[config.mk]
export PLATFORM = sky130hd
export DESIGN_NAME = iram_dump_tx
export DESIGN_NICKNAME = d
export VERILOG_FILES = /design/src/rtl/iram_dump_tx.sv
export SDC_FILE = /design/constraint.sdc
export NUM_CORES = 1
export LEC_CHECK = 0
export BUFFER_PORTS_ARGS = -buffer_cell sky130_fd_sc_hd__clkbuf_2
export CORE_MARGIN = 3
export CORE_UTILIZATION = 50
export CTS_CLUSTER_SIZE = 20
export DETAILED_ROUTE_END_ITERATION = 10
export PLACE_DENSITY = 0.73
export SYNTH_ARGS = -nofsm -noshare
export SYNTH_HDL_FRONTEND = slang
export SYNTH_SLANG_ARGS = --single-unit
[constraint.sdc]
create_clock -name clk -period 2.6 [get_ports clk]
set_clock_uncertainty 0.05 [all_clocks]
set_input_delay 0.78 -clock clk [delete_from_list [all_inputs] [get_ports clk]]
set_output_delay 0.78 -clock clk [all_outputs]
set_load 0.02 [all_outputs]
[src/rtl/iram_dump_tx.sv]
// IRAM readback transmitter: streams a block of 16-bit IRAM words to the uart TX FIFO,
// MSB byte first, and closes the dump with an XOR checksum of every data byte.
module iram_dump_tx #(
    parameter int WIDTH          = 16,
    parameter int IRAM_ADDR_BITS = 8,
    parameter int WORD_COUNT     = 26
) (
    input  logic                      clk,
    input  logic                      reset,
    input  logic                      start,
    input  logic [IRAM_ADDR_BITS-1:0] start_addr,
    output logic [IRAM_ADDR_BITS-1:0] mem_addr,
    input  logic [WIDTH-1:0]          mem_data,
    input  logic                      tx_full,
    output logic                      wr_uart,
    output logic [7:0]                w_data,
    output logic                      busy,
    output logic                      done
);

    localparam int CNT_W = (WORD_COUNT > 1) ? $clog2(WORD_COUNT) : 1;
    localparam logic [CNT_W-1:0] LAST_WORD = CNT_W'(WORD_COUNT - 1);

    typedef enum logic [2:0] {
        IDLE,
        READ,
        LATCH,
        SEND_HI,
        SEND_LO,
        SEND_CSUM,
        DONE
    } state_e;

    state_e                    state_q;
    logic [IRAM_ADDR_BITS-1:0] addr_q;
    logic [CNT_W-1:0]          cnt_q;
    logic [WIDTH-1:0]          word_q;
    logic [7:0]                csum_q;
    logic [7:0]                csum_d;
    logic [7:0]                send_byte;
    logic                      busy_q;
    logic                      done_q;
    logic                      tx_fire;

    // Byte presented to the FIFO in each send state.
    always_comb begin
        send_byte = 8'h00;
        case (state_q)
            SEND_HI:   send_byte = word_q[15:8];
            SEND_LO:   send_byte = word_q[7:0];
            SEND_CSUM: send_byte = csum_q;
            default:   send_byte = 8'h00;
        endcase
    end

    // NOTE: the strobe is qualified with reset so no byte escapes in the cycle reset is applied.
    assign tx_fire = (state_q inside {SEND_HI, SEND_LO, SEND_CSUM}) && !tx_full && reset;
    assign csum_d  = csum_q ^ send_byte;

    assign wr_uart  = tx_fire;
    assign w_data   = tx_fire ? send_byte : 8'h00;
    assign mem_addr = addr_q;
    assign busy     = busy_q;
    assign done     = done_q;

    always_ff @(posedge clk) begin
        if (!reset) begin
            state_q <= IDLE;
            addr_q  <= '0;
            cnt_q   <= '0;
            word_q  <= '0;
            csum_q  <= '0;
            busy_q  <= 1'b0;
            done_q  <= 1'b0;
        end else begin
            case (state_q)
                IDLE: begin
                    if (start) begin
                        addr_q  <= start_addr;
                        cnt_q   <= '0;
                        csum_q  <= '0;
                        busy_q  <= 1'b1;
                        state_q <= READ;
                    end
                end
                READ: begin
                    state_q <= LATCH;
                end
                LATCH: begin
                    word_q  <= mem_data;
                    state_q <= SEND_HI;
                end
                SEND_HI: begin
                    if (!tx_full) begin
                        csum_q  <= csum_d;
                        state_q <= SEND_LO;
                    end
                end
                SEND_LO: begin
                    if (!tx_full) begin
                        csum_q <= csum_d;
                        if (cnt_q == LAST_WORD) begin
                            state_q <= SEND_CSUM;
                        end else begin
                            cnt_q   <= cnt_q + CNT_W'(1);
                            addr_q  <= addr_q + IRAM_ADDR_BITS'(1);
                            state_q <= READ;
                        end
                    end
                end
                SEND_CSUM: begin
                    if (!tx_full) begin
                        done_q  <= 1'b1;
                        state_q <= DONE;
                    end
                end
                DONE: begin
                    done_q  <= 1'b0;
                    busy_q  <= 1'b0;
                    state_q <= IDLE;
                end
                default: begin
                    state_q <= IDLE;
                end
            endcase
        end
    end

endmodule

==> flow_metrics.tcl <==
set metrics [dict create \
    wl_per_cell_um 13.9 \
    drv_cap 0 \
    rows 22 \
    drive_gt1_share_pct 26.5 \
    synth_top_area_share_pct 39.8 \
    wl_um 5060 \
    run_status "finished clean" \
    cts_tree "done" \
    hpwl_um 3620 \
    synth_area_leader_cell "dfxtp_1" \
    synth.avg_cell_area_um2 7.85 \
    synth_area_leaders "dfxtp_1, a21oi_1, nand2_1" \
    synth.area.mux_share_pct 4.27 \
    num_antenna_cells 0 \
    rsz0062_at_grt "no" \
    die_h_um 71.0 \
    die_w_um 71.0 \
    track_usage_pct 20.9 \
    worstPathArrival_ns 1.68 \
    synth.distinct_cells 41 \
    start_util_pct 54.8 \
    synth_xor_area_share_pct 0 \
    pin_count 47 \
    vdd.ir_drop.worst_uv 386 \
    endpoint_kind "primary output" \
    dieArea_mm2 0.00504 \
    synth_fa_ha_area_share_pct 1.78 \
    core_mm2 0.00385 \
    firstDrtPassIters 4 \
    leakagePower_nw 0.975 \
    required_ns 1.77 \
    root_buffer "clkbuf_8" \
    final_nets 348 \
    antenna_found_initial 0 \
    cts_max_level 2 \
    synth_edf_count 0 \
    multiInputGateArea_mm2 0.00118 \
    seq_area_um2 846 \
    cts_sinks 42 \
    cts_setup_buffers 0 \
    yosysSeqAreaShare_pct 39.8 \
    critPathMaxFanout 7 \
    max_clock_freq_mhz 398 \
    period_share_pct 96.6 \
    powerDensity_mw_per_mm2 535 \
    setup_violations 0 \
    max-clock-path-buffers 2 \
    avgViaCountPerCell 5.68 \
    synthCells 269 \
    drc_errors 0 \
    slew_viol_final 0 \
    r2r_setup_slack_ns 0.49 \
    synth-seq-cells 42 \
    finalHoldViolCount 0 \
    worstSkewPairLatency_ns 0.30 \
    area_delta_synth_final_pct 18.9 \
    yosys.area_share.simple_pct 24.7 \
    min_period_ns 2.51 \
    tightest_slew_ns 0.608 \
    vias 2072 \
    cp-start-kind "flop" \
    drt-initial-drc-count 98 \
    cts_made_buffers 5 \
    grt-ovfl-total 0 \
    synth_ff_type "dfxtp_1" \
    syn-cell-area_mm2 0.00211 \
    ys_async_sr_fraction_pct 0 \
    pre_cts_slack_ns -0.00859 \
    grt_max_degree 23 \
    clk_pin_slew_ns 0.08 \
    nFillCells 367 \
    slew_headroom_pct 59.4 \
    setup_slack_ns 0.0877 \
    crit_type "reg2out" \
    synth_top_family_by_area "simple AND/OR/NAND/NOR gates" \
    io_buffers 46 \
    grt_pass1_wl_um 8540 \
    drtAntennaViolNets 0 \
    hold_class "reg2reg" \
    power.total_mw 1.34 \
    grt_pass1_vias 1857 \
    syn_nets 300 \
    synth_warnings 0 \
    globalplace.congestion 0.836 \
    synth_compound_area_share_pct 24.4 \
]
## sequential cells by signal (all words and copies together) (netlist names)
register	cells
busy	1
cnt_q	5
state_q	3
csum_q	8
done	1
mem_addr	8
word_q	16
## final timing paths
path / from / end / cells after the start
max: state_q[0] / w_data[5] / 5
min: word_q[6] / word_q[6] / 2
max reg2reg: state_q[0] / mem_addr[0] / 5
min reg2reg: word_q[6] / word_q[6] / 2
## where the power goes
part           total [mW]  internal (mW)  switching [mW]
sequential          0.706          0.675          0.0305
combinational       0.238         0.0983           0.140
clock               0.400          0.180           0.219
total                1.34          0.954           0.390
## Yosys cell counts, types with 2 or more instances
library cell / number
nand4_1: 2
nor3b_1: 2
nand2_1: 49
nor2_1: 20
a22oi_1: 8
mux2_2: 8
ha_1: 3
nand2b_1: 3
o21ai_0: 20
nor3_1: 3
or3_1: 14
a2bb2oi_1: 2
dfxtp_1: 42
buf_2: 4
a21oi_1: 37
and2_1: 2
or4b_4: 2
inv_1: 5
a21boi_0: 5
nand3_1: 5
buf_6: 2
clkbuf_1: 12
## layout make-up
class                           count  area share (%)
Multi-Input combinational cell    204            47.0
Sequential cell                    42            33.7
Timing Repair Buffer               59            13.1
Clock buffer                        5            2.74
Tap cell                           48            2.39
Inverter                            5           0.747
Clock inverter                      2           0.399
## cells in the final DEF (no fill, tap or decap), types with 3 or more instances in the layout
cell type  synthesis  layout
a21boi_0           5       5
a21oi_1           37      37
a22oi_1            8       6
buf_4              0      13
clkbuf_2           0      46
clkbuf_8           0       5
dfxtp_1           42      40
ha_1               3       3
inv_1              5       5
mux2_2             8       8
nand2_1           49      49
nand2b_1           3       3
nand3_1            5       5
nor2_1            20      20
nor3_1             3       3
o21ai_0           20      20
or3_1             14      13
## critical path, stage by stage, from the launching register on
cell	delay (ns)
dfxtp_2	0.40
buf_4	0.18
mux2_2	0.33
a22oi_1	0.25
nor2_1	0.07
clkbuf_2	0.16
## cell families after synthesis
logic type	count (synthesis)
AO/OA/AOI/OAI	85
adder cells (fa/ha/maj)	3
multiplexers	8
buffers and inverters	23
flip-flops	42
AND/OR/NAND/NOR	108
## metrics by stage
step | hold WS [ns] | util, % | setup TNS, ns | instances | instance area (um2)
3_3_place_gp | 0.391 | 62.6 | 0 | 358 | 2410
5_1_grt | 0.422 | 65.2 | 0 | 365 | 2510
3_5_place_dp | 0.395 | 62.6 | -0.00859 | 358 | 2410
4_1_cts | 0.406 | 64.9 | 0 | 365 | 2500
2_1_floorplan | 0.384 | - | -0.129 | 269 | 2110
6_report | 0.405 | 65.2 | 0 | 365 | 2510
## metal layers
layer  routed length, um  vias up  GRT usage [%]
li1                    -     1052              -
met1                2490      954           28.6
met2                2160       61           31.7
met3                 350        5           5.68
met4                  58        0           6.89
met5                   0        -              0
## timing repair
| action | CTS | global route |
|---|---|---|
| hold endpoints to repair | 0 | 0 |
| hold buffers | 0 | 0 |
| setup endpoints to repair | 8 | 8 |
| gates cloned | 0 | 0 |
| resized for setup | 3 | 3 |
Power figures use the tool's default switching activity.
